===== src/rtl/mux_pkg.sv =====
// rtl/mux_pkg.sv - shared control type and elaboration checks for the pipelined mux tree
package mux_pkg;

   // Widest select the control struct can carry (up to 65536 channels).
   localparam int SEL_MAX = 16;

   typedef struct packed {
      logic               valid;
      logic [SEL_MAX-1:0] sel;
   } stage_ctrl_t;

   function automatic bit is_pow2(input int unsigned v);
      return (v >= 2) && ((v & (v - 1)) == 0);
   endfunction

endpackage


===== src/rtl/mux_tree_stage.sv =====
// rtl/mux_tree_stage.sv - one registered level of the mux tree: a row of mux2 plus its pipeline register
module mux_tree_stage
   import mux_pkg::*;
#(
   parameter int N       = 32,
   parameter int IN_W    = 8,
   parameter int SEL_BIT = 2
) (
   input  logic                  clk,
   input  logic                  rst_n,
   input  logic                  adv,
   input  stage_ctrl_t           ctrl_in,
   input  logic [IN_W*N-1:0]     data_in,
   output stage_ctrl_t           ctrl_out,
   output logic [(IN_W/2)*N-1:0] data_out
);

   localparam int OUT_W = IN_W / 2;
   // Only the select bits below the one consumed here travel onward.
   localparam logic [SEL_MAX-1:0] SEL_KEEP = SEL_MAX'((1 << SEL_BIT) - 1);

   logic [OUT_W*N-1:0] mux_out;
   stage_ctrl_t        ctrl_d;

   for (genvar i = 0; i < OUT_W; i++) begin : g_mux2
      assign mux_out[i*N +: N] = ctrl_in.sel[SEL_BIT] ? data_in[(i+OUT_W)*N +: N]
                                                      : data_in[i*N +: N];
   end

   always_comb begin
      ctrl_d       = ctrl_in;
      ctrl_d.sel   = ctrl_in.sel & SEL_KEEP;
   end

   always_ff @(posedge clk or negedge rst_n) begin
      if (!rst_n) begin
         ctrl_out <= '0;
         data_out <= '0;
      end else if (adv) begin
         ctrl_out <= ctrl_d;
         data_out <= mux_out;
      end
   end

endmodule


===== src/rtl/mux_tree_pipe.sv =====
// rtl/mux_tree_pipe.sv - CHANNELS-way pipelined mux tree with valid/ready on both sides
// Define MUX_TREE_PIPE_COUNT_EN to add the count_clr input and xfer_count output-transfer counter.
module mux_tree_pipe
   import mux_pkg::*;
#(
   parameter int  N        = 32,
   parameter int  CHANNELS = 8,
   localparam int LEVELS   = $clog2(CHANNELS)
) (
   input  logic                  clk,
   input  logic                  rst_n,
   input  logic [CHANNELS*N-1:0] in_data,
   input  logic [LEVELS-1:0]     in_sel,
   input  logic                  in_valid,
   output logic                  in_ready,
   output logic [N-1:0]          out_data,
   output logic                  out_valid,
   input  logic                  out_ready
`ifdef MUX_TREE_PIPE_COUNT_EN
   ,
   input  logic                  count_clr,
   output logic [31:0]           xfer_count
`endif
);

   // Every tree level lives in one triangular vector: level k starts at (2C - 2(C>>k))*N.
   localparam int TRI_W = (2 * CHANNELS - 1) * N;

   if (!is_pow2(CHANNELS) || LEVELS > SEL_MAX) begin : g_bad_channels
      $error("mux_tree_pipe: CHANNELS must be a power of two >= 2");
   end

   stage_ctrl_t       in_ctrl;
   stage_ctrl_t       ctrl [LEVELS];
   logic [LEVELS-1:0] adv;
   logic [TRI_W-1:0]  lvl_data;
   logic              unused_sel;

   always_comb begin
      in_ctrl       = '0;
      in_ctrl.valid = in_valid;
      in_ctrl.sel   = SEL_MAX'(in_sel);
   end

   // Ready chain runs from the consumer back to the input in one pass.
   always_comb begin
      logic chain;
      chain = out_ready;
      adv   = '0;
      for (int k = LEVELS - 1; k >= 0; k--) begin
         chain  = !ctrl[k].valid || chain;
         adv[k] = chain;
      end
   end

   assign lvl_data[CHANNELS*N-1:0] = in_data;

   for (genvar k = 0; k < LEVELS; k++) begin : g_level
      localparam int IN_W    = CHANNELS >> k;
      localparam int IN_OFF  = (2 * CHANNELS - 2 * IN_W) * N;
      localparam int OUT_OFF = IN_OFF + IN_W * N;

      stage_ctrl_t ctrl_src;

      if (k == 0) begin : g_first
         assign ctrl_src = in_ctrl;
      end else begin : g_next
         assign ctrl_src = ctrl[k-1];
      end

      mux_tree_stage #(
         .N       (N),
         .IN_W    (IN_W),
         .SEL_BIT (LEVELS - 1 - k)
      ) u_stage (
         .clk      (clk),
         .rst_n    (rst_n),
         .adv      (adv[k]),
         .ctrl_in  (ctrl_src),
         .data_in  (lvl_data[IN_OFF +: IN_W*N]),
         .ctrl_out (ctrl[k]),
         .data_out (lvl_data[OUT_OFF +: (IN_W/2)*N])
      );
   end

   assign in_ready   = adv[0];
   assign out_valid  = ctrl[LEVELS-1].valid;
   assign out_data   = lvl_data[TRI_W-1 -: N];
   assign unused_sel = ^ctrl[LEVELS-1].sel;

`ifdef MUX_TREE_PIPE_COUNT_EN
   always_ff @(posedge clk or negedge rst_n) begin
      if (!rst_n) begin
         xfer_count <= '0;
      end else if (count_clr) begin
         xfer_count <= '0;
      end else if (out_valid && out_ready) begin
         xfer_count <= xfer_count + 32'd1;
      end
   end
`endif

endmodule

===== config.mk =====
export PLATFORM = sky130hd
export DESIGN_NAME = mux_tree_pipe
export DESIGN_NICKNAME = d
export VERILOG_FILES = /design/src/rtl/mux_pkg.sv /design/src/rtl/mux_tree_stage.sv /design/src/rtl/mux_tree_pipe.sv
export SDC_FILE = /design/constraint.sdc
export NUM_CORES = 1
export LEC_CHECK = 0
export CAP_MARGIN = 20
export CORE_MARGIN = 2
export CORE_UTILIZATION = 49
export DETAILED_ROUTE_END_ITERATION = 8
export PLACE_DENSITY = 0.91
export SLEW_MARGIN = 20
export SYNTH_ARGS = -nofsm -noshare
export SYNTH_HDL_FRONTEND = slang
export SYNTH_SLANG_ARGS = --single-unit

===== constraint.sdc =====
create_clock -name clk -period 1.53 [get_ports clk]
set_clock_uncertainty 0.05 [all_clocks]
set_input_delay 0.306 -clock clk [delete_from_list [all_inputs] [get_ports clk]]
set_output_delay 0.306 -clock clk [all_outputs]
set_load 0.005 [all_outputs]

# Yosys cells after proc, flatten, opt, wreduce, memory -nomap -nowiden
# Cells that the tools add are included.
classes:
  shift: 0
  addsub: 0
  mul: 0
  magnitude_cmp: 0
  n_eq_ne: 0
  div: 0
  bitwise_logic: 0
  mux: 7
  reduce_logical: 6
ops:
  columns: ["op", "n"]
  rows:
  - ["$mux 32", 7]
  - ["$logic_not 1->1", 3]
  - ["$logic_or 1x1->1", 3]
totals:
  n_memories: 0
  ram_bits: 0
  latchBits: 0
  reg_bits: 230
  output_inout_bits: 34
  input_bits: 263
  mem_bits_ro: 0
  wordCells: 21

# Depth between registers and ports, before layout
# Gate-level depths: netlist (run 1).
depth:
  word_depth: 4
  ltp_mapped: 4
  ltp_nobuf: 2

# Modules after synthesis
# A second synthesis (run 1) with hierarchy kept.
hier_totals:
  hier_cells: 1035
  area_unflattened_um2: 11080.6
by_module_without_submodules:
  columns: ["mod", "seq_area_each_um2", "cells_each", "area_per_inst_um2", "instances"]
  rows:
  - ["mux_tree_stage (g_level[0].u_stage)", 3278.1, 576, 6224.7, 1]
  - ["mux_tree_stage (g_level[1].u_stage)", 1651.6, 297, 3160.5, 1]
  - ["mux_tree_stage (g_level[2].u_stage)", 825.8, 158, 1669.1, 1]
  - ["mux_tree_pipe", 0.0, 4, 26.3, 1]

# Worst setup path after synthesis (run 1)
# OpenSTA, ideal clock, no wires.
synth_timing:
  path_kind: "register to register"
  from: "register g_level[2].u_stage.ctrl_out[16] in the netlist's numbering"
  to: "register g_level[2].u_stage.data_out[10]"
  setup_ns: 0.125
  path_stages_with_launch: 5
  path_buffers: 2
  synth_period_minus_slack_ns: 1.440
  required_ns: 1.355
  arrival_time_ns: 1.265
  path_slack_ns: 0.090
  path_cell_list: "dfrtp_1 nand2b_1 clkbuf_1 buf_2 mux2_2"
synth_via:
  elab_chain_cells: 2
synth_lines:
  columns: ["item", "line", "text"]
  rows:
  - ["start, declared", "mux_tree_stage.sv:14", "output stage_ctrl_t ctrl_out,"]
  - ["start signal, assigned", "mux_tree_stage.sv:40", "ctrl_out <= ctrl_d;"]
  - ["$logic_not 1->1", "mux_tree_pipe.sv:51", "chain = !ctrl[k].valid || chain;"]
  - ["$logic_or 1x1->1", "mux_tree_pipe.sv:51", null]
  - ["end signal, assigned", "mux_tree_stage.sv:41", "data_out <= mux_out;"]
  - ["end, declared", "mux_tree_stage.sv:15", "output logic [(IN_W/2)*N-1:0] data_out"]
# No other way between the ends.
# A chain may end at the register's enable or synchronous reset.

# Final worst setup path (run 1)
layout_timing:
  from: "register g_level[2].u_stage.ctrl_out[16] in the netlist's numbering"
  to: "output port in_ready"
layout_via:
  elab_chain_cells: 4
layout_lines:
  columns: ["item", "line", "text"]
  rows:
  - ["$logic_not 1->1", "mux_tree_pipe.sv:51", null]
  - ["$logic_or 1x1->1 (3 in a row)", "mux_tree_pipe.sv:51", null]
  - ["end, declared", "mux_tree_pipe.sv:15", "output logic in_ready,"]
# No other way between the ends.

==> results.md, run 1 <==
- Detail Placement HPWL: 18,410 um
- Ant. Diodes: 0
- Register-to-register path setup slack: -100 ps
- Syn_nets: ~1,000
- Residual DRC count: 0
- Final Util: around 70%
- Core Region: between 20,000 and 25,000 um2
- Die area: about 24,000 um2
- Maxcap violations: 0
- Sw frac: approximately a quarter
- Critical path capture point type: primary output
- Footprint of the multi-input gates: 5141 um2
- Final setup viols: 66
- Hold Violations, Final: 0
- Worst Setup Start Kind: register
- Peak clock frequency supported by timing: 606.1 MHz
- Nets: 1,336
- Slew HR: around 72%
- Worst Hold Class: input pin to asynchronous set/reset pin
- Number of iterations in the first detailed-routing pass: 4
- Residual antenna-violating net count after detailed routing: 0
- H-tree level count: 1
- Flops & latches, synth: 230
- Grt met1 use: 25.67%
- Routed via count: between 7,000 and 8,000
- Average wire per cell in the routed design: approximately 19 um
- Xor/xnor cell area share of the yosys netlist: 0%
- Sum of routed wire length over all layers: around 26,000 um
- Grt met2 use: 37.44%
- Lkg Pwr: 0.006563 uW
- Worst vdd ir: 765.9 uV
- Power per cell area: roughly 1100 nW/um2
- Critical-path maximum fanout: 4
- Violated checks: setup timing
- Ratio of final minimum period to clock period: 107.8%
- Mean instance size in the synthesized netlist: ~15 um2
- Pin count of the biggest net entering global routing: between 40 and 50
- Register clock-pin slew on the reported worst setup and hold paths: around 60 ps
- Required time at the endpoint of the critical path: roughly 1200 ps
- Post-synthesis mux area share: 45.18%
- Global routing met3 resource utilization: roughly 4.5%
- Crit Reg-Reg Endpoint: g_level[0].u_stage.data_out[44]
- GRT Total Usage: about a fifth
- Area share of fa/ha/maj cells after synthesis: 0%
- Critical Path, Cell by Cell: buf_6 > nand4b_4 > buf_6
- Clock buffers created by TritonCTS: 25
- Top Ports: approximately 300
- Length in cells of the worst reg-to-reg path: 5
- Combinational power share: between 20% and 30%
- Path type of the worst setup path: register to primary output
- Source-to-sink clock delay at the later pin of the worst-skew pair: ~510 ps
- CP top delay family: flip-flops
- Internal power: 13,430 uW
- Most numerous cell on the critical path: sky130_fd_sc_hd__buf_6
- Slowest stage delay, CP: 360 ps
- Synth Cell Area: about 11,000 um2
- Effective utilization at floorplan: around half
- Sequential fraction of the synthesis area: 51.20%
- CTS max path bufs: 3
- Outcome: complete, but fails checks
- Ys Warns: 0
- Arrival time worst endpoint: between 1000 and 1500 ps
- Synth Area in Compound Gates: 0%
- Dominant combinational cell family by area after synthesis: multiplexers
- Vias in the first global route: roughly 7,800
- Cell chosen for the clock root: sky130_fd_sc_hd__clkbuf_16
- Vert. Die Dim: about 160 um
- Slowest cell on crit path: sky130_fd_sc_hd__dfrtp_1
- Fin. max-slew vios: 0
- Clock network power share: between 30 and 40%
- Clock tree from TritonCTS: yes
- Area added between synthesis and finish: 40.63%
- Launching point of the worst reg2reg path: g_level[2].u_stage.ctrl_out[16]
- Global route hottest layer: met2
- Setup repair after global routing missed its margin: yes
- Minimum clock period: 1650 ps
- Layout fillers: 1,523
- Footprint of the flip-flops and latches: 5758 um2
- Worst setup margin: -119.9 ps
- Clock sink count: 230
- Row Count: 55
- Antenna violations before repair: 0
- Post-synthesis simple-gate area fraction: less than 1%
- Horizontal die dimension: about 160 um
- First-pass GRT wire length: about 40,000 um
- Number of instances in the synthesized netlist: between 700 and 800
- Worst slew pin tran: 416.7 ps
- Net Sw Power: around 4400 uW
- Sum of overflow across all layers after global routing: 0
- Sequential fraction of design power: between 40% and 50%
- Fraction of layout cells with a size suffix above 1: between 30% and 40%
- Violation count after the first detailed-routing iteration: 148
- Final RePlAce weighted congestion: ~0.74
- Critical path buffer and inverter count: 2
- Distinct cells, synth: 10
- Per-cell via count in the routed design: 5.182
- Placement Setup Slack: -446.2 ps
- IO buf count: 296
## per-stage QoR
step	cells	area, um2	hold slack (ps)	TNS [ps]	power (uW)
finish	1376	15810	251.7	-3184	17880
global route	1376	15810	279.5	-9022	18760
CTS	1372	15740	266.1	-5131	18030
detailed placement	1322	14870	191.8	-77730	12330
global placement	1322	14870	195.7	-73260	12110
floorplan	737	11240	-39.59	0	9994
## power by group through the flow
| stage | logic (uW) | registers [uW] | clock network [uW] |
|---|---|---|---|
| after detailed placement | 4350 | 7970 | 0 |
| final | 4270 | 7870 | 5740 |
| after CTS | 4290 | 7880 | 5850 |
| after floorplan | 2200 | 7790 | 0 |
| after global routing | 4600 | 8020 | 6140 |
| after global placement | 4220 | 7890 | 0 |
## state kept, by name (all words and copies together), names as in the netlist
name / flops
g_level.u_stage.ctrl_out: 6
g_level.u_stage.data_out: 224
## synthesized netlist by cell type
| library cell | n | share of area (%) |
|---|---|---|
| sky130_fd_sc_hd__dfrtp_1 | 230 | 51 |
| sky130_fd_sc_hd__nand2b_1 | 4 | 0.22 |
| sky130_fd_sc_hd__nand3b_1 | 1 | 0.067 |
| sky130_fd_sc_hd__buf_2 | 29 | 1.3 |
| sky130_fd_sc_hd__nand4b_4 | 1 | 0.21 |
| sky130_fd_sc_hd__mux2_1 | 213 | 21 |
| sky130_fd_sc_hd__mux2_2 | 238 | 24 |
| sky130_fd_sc_hd__buf_6 | 14 | 1.4 |
| sky130_fd_sc_hd__clkbuf_1 | 1 | 0.033 |
| sky130_fd_sc_hd__buf_4 | 6 | 0.40 |
## layout by cell type (no fill, tap or decap), drive strengths merged
cell and instances:
clkdlybuf4s15 28, mux2 451, nand2b 4, buf 63, clkdlybuf4s50 260, dlygate4sd3 1
inv 1, nand3b 1, clkinv 4, clkbuf 46, bufbuf 1, nand4b 1
dfrtp 230
## final cells by class
| class | instances | share of cell area, % |
|---|---|---|
| clock inverter | 5 | 0.1978 |
| clock buffer | 40 | 4.820 |
| timing repair buffer | 359 | 23.79 |
| multi-input combinational | 457 | 32.52 |
| sequential | 230 | 36.42 |
| tap | 285 | 2.255 |
## worst max-delay path by stage
| stage | startpoint | to | slack [ps] | cells after the start |
|---|---|---|---|---|
| CTS | g_level[2].u_stage.ctrl_out[16] | in_ready | -170 | 3 |
| detailed placement | out_ready | g_level[0].u_stage.data_out[29] | -450 | 4 |
| finish | g_level[2].u_stage.ctrl_out[16] | in_ready | -120 | 3 |
| floorplan | g_level[2].u_stage.ctrl_out[16] | g_level[2].u_stage.data_out[10] | 90 | 4 |
| global route | g_level[2].u_stage.ctrl_out[16] | in_ready | -190 | 3 |
| global placement | out_ready | g_level[0].u_stage.data_out[29] | -420 | 4 |
## layer usage
metal | part of all wire, % | up-vias
li1 | - | 3345
met1 | 41 | 3546
met2 | 51 | 201
met3 | 5.7 | 38
met4 | 2.1 | 0
met5 | 0 | -
## worst register-to-register path, cell delays in order, from the launching register on
cell and delay [ps]:
sky130_fd_sc_hd__dfrtp_1 380, sky130_fd_sc_hd__buf_6 130, sky130_fd_sc_hd__nand4b_4 120, sky130_fd_sc_hd__buf_4 190
sky130_fd_sc_hd__bufbuf_16 300, sky130_fd_sc_hd__mux2_2 330
## what timing repair did
action,4_1_cts,5_1_grt
buffers inserted,3,2
hold buffers,1,0
gates cloned,1,2
resized for setup,73,9
setup endpoints to repair,71,199
hold endpoints to repair,38,0
## cell families after synthesis
kind of cell	Yosys count
DFF	230
and+or+nand+nor	6
muxes	451
buffers and inverters	50
(Power assumes the default switching activity.)
==> run 2, diff against run 1 <==
--- a/config.mk
+++ b/config.mk
@@ -7,9 +7,9 @@
 export LEC_CHECK = 0
 export CAP_MARGIN = 20
 export CORE_MARGIN = 2
-export CORE_UTILIZATION = 49
+export CORE_UTILIZATION = 44
 export DETAILED_ROUTE_END_ITERATION = 8
-export PLACE_DENSITY = 0.91
+export PLACE_DENSITY = 0.86
 export SLEW_MARGIN = 20
 export SYNTH_ARGS = -nofsm -noshare
 export SYNTH_HDL_FRONTEND = slang
==> constraint.sdc (replaced) <==
create_clock -name clk -period 1.35 [get_ports clk]
set_clock_uncertainty 0.05 [all_clocks]
set_input_delay 0.27 -clock clk [delete_from_list [all_inputs] [get_ports clk]]
set_output_delay 0.27 -clock clk [all_outputs]
set_load 0.005 [all_outputs]
==> run 2 against run 1 <==
Effect of this change: the flow still finishes with violations (setup timing); worst setup slack worse by 230 ps; flip-flop and latch count stayed put; clock power is 8.7% higher; first-iteration DRC count is 100% higher; register-to-register slack worse by 250 ps; worst hold slack worse by 81 ps; non-clock buffer count is 58 higher; global-route usage is 1.4 points higher; via count is 7.9% higher; combinational power is 61% higher; sequential share of layout area is 3.6 points lower; critical path type is now register to register; largest power group unchanged.
==> results.md, run 2 (synthesis results as in run 1) <==
- Residual antenna-violating net count after detailed routing: 0 (unchanged)
- Grt met2 use: 40.57% (+3.1 points)
- Sum of routed wire length over all layers: 32,600 um (+27%)
- Max FFs per register: 224 (unchanged)
- Maxcap violations: 0 (unchanged)
- Outcome: complete, but fails checks
- Worst Setup Start Kind: register
- Top Ports: 297 (unchanged)
- Routed via count: 7,694 (+7.9%)
- Worst Hold Class: input pin to asynchronous set/reset pin
- Row Count: 58 (+5.5%)
- Per-cell via count in the routed design: 5.216 (+0.67%)
- Most numerous cell on the critical path: sky130_fd_sc_hd__buf_12
- Worst setup margin: -346.5 ps (-226.6 ps)
- Pin count of the biggest net entering global routing: 55 (+12%)
- Vias in the first global route: 8,289 (+6.0%)
- Hold Violations, Final: 0 (unchanged)
- Violation count after the first detailed-routing iteration: 302 (+100%)
- Area of placed instances: 14,850 um2 (-0.16%)
- Final Util: 69.94% (-0.11 points)
- Global routing met3 resource utilization: 3.889% (-0.65 points)
- Ratio of final minimum period to clock period: 125.7%
- Die area: 26,850 um2 (+11%)
- Minimum clock period: 1697 ps
- H-tree level count: 1 (unchanged)
- Source-to-sink clock delay at the later pin of the worst-skew pair: 510 ps (about the same)
- Average wire per cell in the routed design: 22.10 um (+18%)
- Effective utilization at floorplan: 44.77% (-5.0 points)
- First-pass GRT wire length: 46,100 um (+15%)
- Cell chosen for the clock root: sky130_fd_sc_hd__clkbuf_16
- Clock buffers created by TritonCTS: 25 (unchanged)
- Clock sink count: 230 (unchanged)
- Fraction of layout cells with a size suffix above 1: 42.27% (+10 points)
- Worst vdd ir: 742.1 uV (-3.1%)
- Power per cell area: 1264 nW/um2 (+12%)
- Horizontal die dimension: 163.8 um (+5.4%)
- Fin. max-slew vios: 0 (unchanged)
- Total design power: 22,190 uW (+24%)
- Slew HR: 80.18% (+8.0 points)
- Largest registers: g_level.u_stage.data_out x224, g_level.u_stage.ctrl_out x6
- Final setup viols: 249 (+280%)
- Register clock-pin slew on the reported worst setup and hold paths: 60 ps (about the same)
- Launching point of the worst reg2reg path: g_level[2].u_stage.ctrl_out[16]
- Crit Reg-Reg Endpoint: g_level[0].u_stage.data_out[53]
- Required time at the endpoint of the critical path: 1690 ps (+520 ps)
- Global route hottest layer: met2
- Final RePlAce weighted congestion: 0.7439 (-0.13%)
- Violated checks: setup timing
- Peak clock frequency supported by timing: 589.4 MHz
- Path type of the worst setup path: register to register
- Placement Setup Slack: -574.4 ps (-128.2 ps)
- Ant. Diodes: 0 (unchanged)
- Commonest cells after routing, fill and taps aside: sky130_fd_sc_hd__clkdlybuf4s50_1, sky130_fd_sc_hd__dfrtp_1, sky130_fd_sc_hd__mux2_4
- Slowest cell on crit path: sky130_fd_sc_hd__dfrtp_2
- Nets: 1,394 (+4.3%)
- Reg with most FFs: g_level.u_stage.data_out
- Final Cell Area: 17,560 um2 (+11%)
- Setup repair after global routing missed its margin: yes
- Slowest stage delay, CP: 410 ps (+50 ps)
- Total Negative Setup Slacks: -62,980 ps (-59,790 ps)
- Worst slew pin tran: 297.2 ps (-119.5 ps)
- Antenna violations before repair: 0 (unchanged)
- Critical Path, Cell by Cell: buf_6 > nand4b_4 > buf_12 > buf_4 > buf_12 > mux2_2
- Area added between synthesis and finish: 56.20%
- Grt met1 use: 27.53% (+1.9 points)
- Clock tree from TritonCTS: yes
- Most common cell after layout, fill and taps aside: sky130_fd_sc_hd__clkdlybuf4s50_1
- GRT Total Usage: 22.26% (+1.4 points)
- Register-to-register path setup slack: -350 ps (-250 ps)
- Number of iterations in the first detailed-routing pass: 5 (+1)
- Sum of overflow across all layers after global routing: 0 (unchanged)
- Length in cells of the worst reg-to-reg path: 6 (+1)
- Arrival time worst endpoint: 2040 ps (+750 ps)
- Lkg Pwr: 0.008081 uW (+23%)
- Vert. Die Dim: 163.8 um (+5.4%)
- Core Region: 25,110 um2 (+11%)
- CTS max path bufs: 3 (unchanged)
- IO buf count: 296 (unchanged)
- Critical path capture point type: register
- Critical-path maximum fanout: 15 (+11)
- Detail Placement HPWL: 18,340 um (-0.39%)
- Residual DRC count: 0 (unchanged)
==> run 2: area by class of cell <==
type                            instances  area (um2)
Clock buffer                           36       696.9
Clock inverter                          5       31.28
Fill cell                            1644        7548
Multi-Input combinational cell        457        5979
Sequential cell                       230        5762
Tap cell                              330       412.9
Timing Repair Buffer                  417        4678
==> run 2: worst max path at each step <==
stage	startpoint	to	cells after the start
2_1_floorplan	g_level[0].u_stage.ctrl_out[1]	g_level[1].u_stage.data_out[14]	4
3_3_place_gp	out_ready	g_level[0].u_stage.data_out[29]	4
3_5_place_dp	out_ready	g_level[0].u_stage.data_out[115]	5
4_1_cts	g_level[2].u_stage.ctrl_out[16]	in_ready	3
5_1_grt	g_level[2].u_stage.ctrl_out[16]	g_level[0].u_stage.data_out[53]	6
6_report	g_level[2].u_stage.ctrl_out[16]	g_level[0].u_stage.data_out[53]	6
==> run 2: repair_timing <==
item / in CTS / in global routing
pin swaps: 1 / 0
gates resized for setup: 294 / 141
cloned: 18 / 13
endpoints found under the hold margin: 230 / 0
buffers inserted: 32 / 21
hold buffers: 1 / 0
setup endpoints to repair: 255 / 263
==> run 2: power breakdown <==
| group | internal [uW] | switching [uW] | total (uW) |
|---|---|---|---|
| clock | 3560 | 2680 | 6240 |
| sequential | 8230 | 858 | 9090 |
| combinational | 4620 | 2250 | 6870 |
==> run 2: worst max-delay path: cells and delay by family, from the launching register on <==
| kind | cells | cell delay [ps] |
|---|---|---|
| DFF | 1 | 410 |
| and+or+nand+nor | 1 | 150 |
| muxes | 1 | 350 |
| buffers and inverters | 4 | 610 |
==> run 2: layer usage <==
layer  part of all wire, %  wire length, um
met5                     0                0
met4                   2.5              822
met3                   5.9             1907
met2                    52            17040
met1                    39            12830
==> run 2: metrics by stage <==
step,hold WS [ps],std cells
2_1_floorplan,-75.59,737
3_3_place_gp,99.34,1361
3_5_place_dp,99.34,1361
4_1_cts,166.5,1453
5_1_grt,174.9,1475
6_report,170.9,1475
